==> src/rtl/multicycle_control.sv <==
// Multi-cycle control unit for the RV32I datapath.
// Accepts one instruction through a valid/ready handshake, latches it, and
// sequences it through DECODE/EXEC/MEM/WB while driving the datapath control
// strobes for each phase. Unsupported encodings are flagged, MEM holds while
// data memory stalls, and completed instructions are counted.
//
// Ports:
//   clk, rst        rising-edge clock, synchronous active-high reset
//   instr_in        instruction word offered by fetch
//   instr_valid     instr_in is valid
//   instr_ready     unit can accept (IDLE and not in reset)
//   mem_ready       data memory completes its access this cycle
//   instruction     latched instruction for the datapath
//   RegWrite        register-file write enable (WB only, never for rd=x0)
//   ALUSrc          ALU B operand: 0 = rs2, 1 = immediate
//   ALUop           ALU operation select
//   MemWrite        data-memory write strobe (MEM of SW)
//   MemRead         data-memory read enable (MEM of LW)
//   MemtoReg        writeback source: 1 = memory, 0 = ALU
//   done            one-cycle pulse in the final cycle of a legal instruction
//   illegal         one-cycle pulse when decode rejects the instruction
//   retired         count of done pulses, wraps modulo 2^CNT_W
module multicycle_control #(
  parameter int unsigned CNT_W = 32
) (
  input  logic             clk,
  input  logic             rst,
  input  logic [31:0]      instr_in,
  input  logic             instr_valid,
  output logic             instr_ready,
  input  logic             mem_ready,
  output logic [31:0]      instruction,
  output logic             RegWrite,
  output logic             ALUSrc,
  output logic [3:0]       ALUop,
  output logic             MemWrite,
  output logic             MemRead,
  output logic             MemtoReg,
  output logic             done,
  output logic             illegal,
  output logic [CNT_W-1:0] retired
);

  localparam logic [6:0] OP_R     = 7'b0110011;
  localparam logic [6:0] OP_I     = 7'b0010011;
  localparam logic [6:0] OP_LOAD  = 7'b0000011;
  localparam logic [6:0] OP_STORE = 7'b0100011;
  localparam logic [6:0] F7_BASE  = 7'b0000000;
  localparam logic [6:0] F7_ALT   = 7'b0100000;
  localparam logic [2:0] F3_WORD  = 3'b010;

  localparam logic [3:0] ALU_AND  = 4'b0000;
  localparam logic [3:0] ALU_OR   = 4'b0001;
  localparam logic [3:0] ALU_ADD  = 4'b0010;
  localparam logic [3:0] ALU_XOR  = 4'b0011;
  localparam logic [3:0] ALU_SLL  = 4'b0100;
  localparam logic [3:0] ALU_SRL  = 4'b0101;
  localparam logic [3:0] ALU_SUB  = 4'b0110;
  localparam logic [3:0] ALU_SLT  = 4'b0111;
  localparam logic [3:0] ALU_SRA  = 4'b1000;
  localparam logic [3:0] ALU_SLTU = 4'b1001;

  typedef enum logic [2:0] {
    IDLE   = 3'd0,
    DECODE = 3'd1,
    EXEC   = 3'd2,
    MEM    = 3'd3,
    WB     = 3'd4
  } stateT;

  stateT state, stateNext;

  // funct3 -> ALU op; alt selects SUB/SRA (funct7 bit 5)
  function automatic logic [3:0] aluFromFunct3(input logic [2:0] f3, input logic alt);
    logic [3:0] op;
    case (f3)
      3'b000:  op = alt ? ALU_SUB : ALU_ADD;
      3'b001:  op = ALU_SLL;
      3'b010:  op = ALU_SLT;
      3'b011:  op = ALU_SLTU;
      3'b100:  op = ALU_XOR;
      3'b101:  op = alt ? ALU_SRA : ALU_SRL;
      3'b110:  op = ALU_OR;
      default: op = ALU_AND;
    endcase
    return op;
  endfunction

  // Decode looks at the offered word while IDLE (so illegal can be
  // registered at the accept edge) and at the latched word afterwards.
  logic [6:0] opcode;
  logic [2:0] funct3;
  logic [6:0] funct7;
  logic       rdNonZero;
  logic       decLegal;
  logic       decLoad;
  logic       decStore;
  logic       decAluSrc;
  logic [3:0] decAluOp;

  always_comb begin
    opcode    = (state == IDLE) ? instr_in[6:0]   : instruction[6:0];
    funct3    = (state == IDLE) ? instr_in[14:12] : instruction[14:12];
    funct7    = (state == IDLE) ? instr_in[31:25] : instruction[31:25];
    rdNonZero = (instruction[11:7] != 5'd0);
    decLegal  = 1'b0;
    decLoad   = 1'b0;
    decStore  = 1'b0;
    decAluSrc = 1'b0;
    decAluOp  = ALU_AND;
    case (opcode)
      OP_R: begin
        decAluOp = aluFromFunct3(funct3, funct7[5]);
        decLegal = (funct7 == F7_BASE) ||
                   ((funct7 == F7_ALT) && ((funct3 == 3'b000) || (funct3 == 3'b101)));
      end
      OP_I: begin
        decAluSrc = 1'b1;
        // bit 30 is immediate data except for the right shifts
        decAluOp  = aluFromFunct3(funct3, (funct3 == 3'b101) && funct7[5]);
        case (funct3)
          3'b001:  decLegal = (funct7 == F7_BASE);
          3'b101:  decLegal = (funct7 == F7_BASE) || (funct7 == F7_ALT);
          default: decLegal = 1'b1;
        endcase
      end
      OP_LOAD: begin
        decAluSrc = 1'b1;
        decAluOp  = ALU_ADD;
        decLoad   = 1'b1;
        decLegal  = (funct3 == F3_WORD);
      end
      OP_STORE: begin
        decAluSrc = 1'b1;
        decAluOp  = ALU_ADD;
        decStore  = 1'b1;
        decLegal  = (funct3 == F3_WORD);
      end
      default: decLegal = 1'b0;
    endcase
  end

  // Next-state and next-output values; outputs are registered so each
  // value below describes the state being entered.
  logic [31:0] instrNext;
  logic        regWriteNext;
  logic        aluSrcNext;
  logic [3:0]  aluOpNext;
  logic        memWriteNext;
  logic        memReadNext;
  logic        memtoRegNext;
  logic        wbDoneNext;
  logic        illegalNext;

  always_comb begin
    stateNext    = state;
    instrNext    = instruction;
    regWriteNext = 1'b0;
    aluSrcNext   = 1'b0;
    aluOpNext    = ALU_AND;
    memWriteNext = 1'b0;
    memReadNext  = 1'b0;
    memtoRegNext = 1'b0;
    wbDoneNext   = 1'b0;
    illegalNext  = 1'b0;
    case (state)
      IDLE: begin
        if (instr_valid) begin
          instrNext   = instr_in;
          stateNext   = DECODE;
          illegalNext = !decLegal;
        end
      end
      DECODE: begin
        if (decLegal) begin
          stateNext  = EXEC;
          aluSrcNext = decAluSrc;
          aluOpNext  = decAluOp;
        end else begin
          stateNext = IDLE;
        end
      end
      EXEC: begin
        aluSrcNext = decAluSrc;
        aluOpNext  = decAluOp;
        if (decLoad || decStore) begin
          stateNext    = MEM;
          memReadNext  = decLoad;
          memWriteNext = decStore;
        end else begin
          stateNext    = WB;
          regWriteNext = rdNonZero;
          wbDoneNext   = 1'b1;
        end
      end
      MEM: begin
        if (mem_ready) begin
          if (decLoad) begin
            stateNext    = WB;
            aluSrcNext   = decAluSrc;
            aluOpNext    = decAluOp;
            regWriteNext = rdNonZero;
            memtoRegNext = 1'b1;
            wbDoneNext   = 1'b1;
          end else begin
            stateNext = IDLE;
          end
        end else begin
          aluSrcNext   = decAluSrc;
          aluOpNext    = decAluOp;
          memReadNext  = decLoad;
          memWriteNext = decStore;
        end
      end
      WB: begin
        stateNext = IDLE;
      end
      default: begin
        stateNext = IDLE;
      end
    endcase
  end

  logic wbDone;

  // State and output registers
  always_ff @(posedge clk) begin
    if (rst) begin
      state       <= IDLE;
      instruction <= 32'd0;
      RegWrite    <= 1'b0;
      ALUSrc      <= 1'b0;
      ALUop       <= ALU_AND;
      MemWrite    <= 1'b0;
      MemRead     <= 1'b0;
      MemtoReg    <= 1'b0;
      wbDone      <= 1'b0;
      illegal     <= 1'b0;
    end else begin
      state       <= stateNext;
      instruction <= instrNext;
      RegWrite    <= regWriteNext;
      ALUSrc      <= aluSrcNext;
      ALUop       <= aluOpNext;
      MemWrite    <= memWriteNext;
      MemRead     <= memReadNext;
      MemtoReg    <= memtoRegNext;
      wbDone      <= wbDoneNext;
      illegal     <= illegalNext;
    end
  end

  // A store finishes in whichever MEM cycle memory accepts it, which is not
  // known a cycle ahead, so its done term follows mem_ready directly.
  assign done        = wbDone || ((state == MEM) && decStore && mem_ready && !rst);
  assign instr_ready = (state == IDLE) && !rst;

  // Retired-instruction counter
  always_ff @(posedge clk) begin
    if (rst) begin
      retired <= '0;
    end else if (done) begin
      retired <= retired + CNT_W'(1);
    end
  end

endmodule
==> config.mk <==
export PLATFORM = sky130hd
export DESIGN_NAME = multicycle_control
export DESIGN_NICKNAME = d
export VERILOG_FILES = /design/src/rtl/multicycle_control.sv
export SDC_FILE = /design/constraint.sdc
export NUM_CORES = 1
export LEC_CHECK = 0
export CAP_MARGIN = 20
export CORE_AREA = 2 2 134 136
export CTS_CLUSTER_SIZE = 20
export DETAILED_ROUTE_END_ITERATION = 7
export DIE_AREA = 0 0 136 138
export PLACE_DENSITY = 0.55
export SLEW_MARGIN = 20
export SYNTH_ARGS = -nofsm -noshare
export SYNTH_HDL_FRONTEND = slang
export SYNTH_SLANG_ARGS = --single-unit
==> constraint.sdc <==
create_clock -name clk -period 2.3 [get_ports clk]
set_input_delay 0.46 -clock clk [delete_from_list [all_inputs] [get_ports clk]]
set_output_delay 0.46 -clock clk [all_outputs]
set_load 0.03 [all_outputs]
==> results.json, run 1 <==
{
  "worstPathArrival_ps": 1800,
  "filler_cell_count": 1797,
  "initial_core_util_pct": 23.3,
  "hold_buffers": 0,
  "dpl_worst_slack_ps": -475,
  "cts_tree": "built",
  "fin_hold_ws_ps": 427,
  "crit_required_ps": 1840,
  "ff2ff_path_depth": 7,
  "finClkSkew_ps": 10.6,
  "num_rows": 49,
  "cp-start-kind": "input port",
  "power_density_nw_per_um2": 550,
  "grt_pass1_wl_mm": 20.7,
  "die_area_um2": 18800,
  "diodes": 0,
  "cts_made_buffers": 9,
  "synth_warnings": 0,
  "clkTransAtPathRegs_ps": 60,
  "maxCapViolCount": 0,
  "vias": 4206,
  "hp-class": "input port to flip-flop",
  "design_area_um2": 6230,
  "finalCritPeriodShare_pct": 98.1,
  "slew_viol_final": 0,
  "setup_viol": 0,
  "post-route-util_pct": 35.5,
  "drc": 0,
  "fin_nets": 694,
  "synth_flop_cell": "dfxtp_1",
  "wl_per_cell_um": 14.5,
  "wirelength_mm": 12.9,
  "timing.rr.end": "retired[30]",
  "status": "finished, final reports clean",
  "synth_area_um2": 4090,
  "r2r_setup_slack_ps": 90,
  "vdd_drop_max_mv": 0.357,
  "final_cell_mix": "clkdlybuf4s50_1 (104), nand2_1 (79), dfxtp_1 (73), buf_4 (62), a21oi_1 (54)",
  "synth.distinct_cells": 62,
  "grt_usage_pct": 13.9,
  "r2r_start": "state[1]",
  "fin_ws_ps": 43.5,
  "end_kind": "primary output",
  "seq_area_frac_synth_pct": 38.1,
  "async_flop_share_pct": 0,
  "setup_tns_ps": 0,
  "ant_nets": 0,
  "placed_cell_area_um2": 5740,
  "die_w_um": 136,
  "grt_busiest_layer": "met2",
  "min_period_ps": 2260,
  "synthesis.nets": 537,
  "layout-drive-gt1-share_pct": 21.5,
  "root_buffer": "clkbuf_16",
  "die_h_um": 138,
  "grt_max_degree": 93,
  "portBuffers": 111,
  "grt_use_met3_pct": 5.13,
  "cts.path.max_buffers": 2,
  "insertion_delay_ps": 350,
  "overflow": 0,
  "clock_sinks": 78,
  "synth_edf_count": 0,
  "max-slew-margin-rel_pct": 35.4,
  "hold_end": "state[1]",
  "io_pins": 112,
  "grt_use_met1_pct": 17.6,
  "vias_per_cell": 4.72,
  "min_path_cells": 3,
  "drt-pass1-iter-count": 4,
  "worst_slew_pin_slew_ps": 969,
  "fmax_mhz": 443,
  "htree_num_levels": 3,
  "rsz0062_at_grt": "yes",
  "holdCritStartpoint": "rst",
  "drt_iter0_markers": 267,
  "avgSynthCellArea_um2": 8.19,
  "final_hold_viol_count": 0,
  "met2_usage_pct": 21.9,
  "leakagePower_nw": 2.29,
  "place_congestion": 0.991,
  "antenna_found_initial": 0,
  "final_common_cell": "clkdlybuf4s50_1",
  "hpwlAfterDp_mm": 9.41,
  "grt_pass1_vias": 4088,
  "postSynthCellCount": 500,
  "crit_fanout": 4,
  "ys_ff_latch": 78,
  "syn2layout_area_growth_pct": 52.2,
  "coreArea_um2": 17500,
  "crit_type": "input port to primary output"
}
==> Yosys cell counts (5+ instances only) <==
cell       count  share of area, %
o211ai_1       5              0.92
dfxtp_1       78                38
inv_1          5              0.46
a21oi_1       55               6.7
nand4_1        7               1.1
nor4_1         6              0.92
nand3_1       21               2.6
o2111ai_1      6               1.3
mux2_2        28               7.7
nor2_1        47               4.3
o21ai_0        9               1.1
a211oi_1       9               1.7
mux2i_1        5               1.2
nor3_1         8              0.98
clkbuf_1      17               1.6
nand2_1       80               7.3
nor2b_1       26               4.0
==> power breakdown <==
group / leakage (nW) / total [mW] / switching [mW] / internal, mW
clock: 0.152 / 1.54 / 0.596 / 0.949
combinational: 1.50 / 0.469 / 0.254 / 0.216
sequential: 0.637 / 1.42 / 0.0307 / 1.38
total: 2.29 / 3.43 / 0.880 / 2.55
==> how the worst max path moves through the flow <==
stage,slack (ps),start,end
floorplan,40,retired[2],retired[30]
detailed placement,-480,instr_in[3],retired[30]
global route,-5,state[1],done
CTS,-9,state[0],done
global placement,-390,instr_in[3],retired[18]
finish,40,instr_in[5],done
==> repair_timing <==
| item | CTS | global route |
|---|---|---|
| setup endpoints to repair | 16 | 16 |
| pin swaps | 4 | 5 |
| cloned | 0 | 0 |
| setup buffers | 4 | 5 |
| gates resized for setup | 17 | 19 |
==> cells by family after synthesis <==
logic type,share of synthesized area [%]
AO/OA/AOI/OAI,17.5
adder cells (fa/ha/maj),0.306
buffers and inverters,4.83
multiplexers,8.92
AND/OR/NAND/NOR,29.9
XOR/XNOR,0.428
flip-flops,38.1
==> final cells by class <==
| class | instances | area [um^2] | share of cell area [%] |
|---|---|---|---|
| multi-input cells | 386 | 2410 | 38.6 |
| repair buffers | 177 | 1630 | 26.2 |
| flip-flops and latches | 78 | 1570 | 25.2 |
| well taps | 229 | 287 | 4.60 |
| clock buffers | 10 | 229 | 3.67 |
| clock inverters | 6 | 86.3 | 1.39 |
| inverters | 5 | 18.8 | 0.301 |
==> metrics by stage <==
stage,power (mW),instances
after detailed placement,1.91,866
final,3.43,891
after global placement,1.91,866
after global routing,3.59,891
after CTS,3.48,886
after floorplan,1.68,500
==> metal layers <==
| metal | wire (um) | share of wire [%] |
|---|---|---|
| met4 | 216 | 1.7 |
| met2 | 5990 | 46 |
| met5 | 0 | 0 |
| met3 | 992 | 7.7 |
| met1 | 5690 | 44 |
==> critical path, cell delays in order <==
cell and delay, ps:
clkdlybuf4s50_1 520, buf_4 150, and4_4 280, o21ai_4 80, buf_6 120, nand2_4 50, buf_6 130
==> registers in the layout, summed over array words and instances, names as in the netlist <==
signal       flops
MemRead          1
retired         32
state            3
ALUSrc           1
RegWrite         1
ALUop            4
MemtoReg         1
wbDone           1
MemWrite         1
illegal          1
instruction     32
Note: power is estimated with default switching activity, not from simulation.
==> run 2, diff against run 1 <==
--- a/config.mk
+++ b/config.mk
@@ -5,12 +5,11 @@
 export SDC_FILE = /design/constraint.sdc
 export NUM_CORES = 1
 export LEC_CHECK = 0
-export CAP_MARGIN = 20
-export CORE_AREA = 2 2 134 136
+export CORE_AREA = 2 2 95 97
 export CTS_CLUSTER_SIZE = 20
 export DETAILED_ROUTE_END_ITERATION = 7
-export DIE_AREA = 0 0 136 138
-export PLACE_DENSITY = 0.55
+export DIE_AREA = 0 0 97 99
+export PLACE_DENSITY = 0.9
 export SLEW_MARGIN = 20
 export SYNTH_ARGS = -nofsm -noshare
 export SYNTH_HDL_FRONTEND = slang
==> run 2 against run 1 <==
  * Die area shrank 49%
  * Combinational power is 0.9% lower
  * Worst hold slack got worse by 29 ps
  * Wire length decreased by 7.6%
  * First-iteration DRC count is 24% lower
  * Core utilization rose by 34 points
  * Critical endpoint unchanged
==> results.json, run 2 (synthesized netlist as in run 1, its figures left out) <==
{
  "cp-start-kind": "input port",
  "grt_usage_pct": 24.4,
  "die_h_um": 99,
  "clock_sinks": 78,
  "maxCapViolCount": 0,
  "slowest_delay_ps": 470,
  "met3_length_um": 854,
  "power.internal_mw": 2.35,
  "antenna_found_initial": 0,
  "overflow": 0,
  "cts_made_buffers": 9,
  "vdd_drop_max_mv": 0.473,
  "reg.largest.list": "instruction (32), retired (32), ALUop (4)",
  "vias": 4300,
  "crit_type": "input port to primary output",
  "seqPwrFrac_pct": 45.0,
  "slew_viol_final": 0,
  "finClkSkew_ps": 11.6,
  "hp-class": "input port to flip-flop",
  "wl_met1_mm": 4.78,
  "combPwrFrac_pct": 14.8,
  "ff2ff_path_depth": 7,
  "min_period_ps": 2270,
  "min_path_cells": 3,
  "final_cell_mix": "clkdlybuf4s50_1 (103), nand2_1 (79), dfxtp_1 (75), a21oi_1 (54), buf_4 (53)",
  "highest_layer": "met4",
  "crit_chain": "clkdlybuf4s50_1 -> and4bb_2 -> and4_4 -> o21ai_4 -> buf_6 -> nand2_2 -> buf_6",
  "drt-pass1-iter-count": 5,
  "placed_cell_area_um2": 5560,
  "finalCritPeriodShare_pct": 98.8,
  "initial_core_util_pct": 47.9,
  "end_kind": "primary output",
  "status": "finished, final reports clean",
  "r2r_setup_slack_ps": 70,
  "r2r_start": "state[1]",
  "die_w_um": 97,
  "wl_met2_mm": 5.98,
  "place_congestion": 1.01,
  "die_area_um2": 9600,
  "timing.rr.end": "ALUop[3]",
  "clkTransAtPathRegs_ps": 70,
  "post-route-util_pct": 69.7,
  "wirelength_mm": 11.9,
  "hold_end": "instruction[3]",
  "max-slew-margin-rel_pct": 39.8,
  "cpLargestDelayFamily": "buffers and inverters",
  "final_hold_viol_count": 0,
  "worst_slew_pin_slew_ps": 903,
  "layout-drive-gt1-share_pct": 20.1,
  "fmax_mhz": 440,
  "wl_per_cell_um": 15.7,
  "leakagePower_nw": 2.25,
  "syn2layout_area_growth_pct": 45.6,
  "hold_buffers": 0,
  "grt_max_degree": 93,
  "critPathBufInv": 3,
  "diodes": 0,
  "holdCritStartpoint": "instr_in[3]",
  "crit_required_ps": 1840,
  "crit_fanout": 2,
  "grt_pass1_vias": 4204,
  "io_pins": 112,
  "dp_cells": 739,
  "coreArea_um2": 8550,
  "setup_viol": 0,
  "final_common_cell": "clkdlybuf4s50_1",
  "hpwlAfterDp_mm": 8.70,
  "cts_tree": "built",
  "htree_num_levels": 3,
  "rsz0062_at_grt": "yes",
  "portBuffers": 111,
  "power_density_nw_per_um2": 528,
  "switching_share_pct": 25.5,
  "num_rows": 34,
  "setup_tns_ps": 0,
  "grt_pass1_wl_mm": 19.3,
  "vias_per_cell": 5.66,
  "clkPwrFrac_pct": 40.2,
  "cts.path.max_buffers": 2,
  "stdcell_count": 760,
  "fin_ws_ps": 27.3,
  "fin_hold_ws_ps": 398,
  "dpl_worst_slack_ps": -367,
  "design_area_um2": 5960,
  "switchingPower_mw": 0.802,
  "cpMostUsedCell": "buf_6",
  "fin_nets": 685,
  "slowest_stage": "clkdlybuf4s50_1",
  "ant_nets": 0,
  "drt_iter0_markers": 204,
  "root_buffer": "clkbuf_8",
  "insertion_delay_ps": 360,
  "p_total_mw": 3.15,
  "drc": 0,
  "worstPathArrival_ps": 1810
}
-- run 2: cell types whose count changed in the layout (fill, tap and decap cells not counted), sizes merged --
cell and change:
bufinv +1, clkdlybuf4s50 -1, clkinv -3, dlygate4sd2 -4, inv +1, dlymetal6s2s +5
buf -9
-- run 2: worst max path at each step --
stage                     depth (start not counted)  slack (ps)          from     endpoint
after floorplan                                   5          40    retired[2]  retired[30]
after global placement                            8        -360  instr_in[25]     ALUop[3]
after detailed placement                          8        -370  instr_in[25]     ALUop[3]
after CTS                                         7         -30      state[2]         done
after global routing                              7         -40      state[1]     ALUop[3]
final                                             7          30   instr_in[1]         done
-- run 2: power groups by stage --
stage	Sequential, mW	Combinational (mW)	Clock [mW]
floorplan	1.51	0.175	0
global placement	1.45	0.448	0
detailed placement	1.45	0.457	0
CTS	1.42	0.462	1.28
global route	1.42	0.500	1.34
finish	1.42	0.465	1.27
-- run 2: worst min-delay path: stages --
cell	delay [ps]
dlymetal6s2s_1	130
nand2_1	60
a21oi_1	50
-- run 2: layer usage --
metal	vias to the layer above	track usage, %
met5	-	0
met2	173	42.9
li1	2073	-
met3	30	7.23
met4	0	10.1
met1	2024	27.7
-- run 2: cell type report --
cell class,instances,area [um^2]
Clock buffer,10,138
Clock inverter,5,106
Fill cell,637,2590
Inverter,5,18.8
Multi-Input combinational cell,386,2410
Sequential cell,78,1570
Tap cell,108,135
Timing Repair Buffer,168,1580
-- run 2: what timing repair did --
action / 4_1_cts / 5_1_grt
pin swaps: 4 / 8
resized for setup: 12 / 22
setup buffers: 4 / 2
cloned: 0 / 0
setup endpoints to repair: 8 / 17
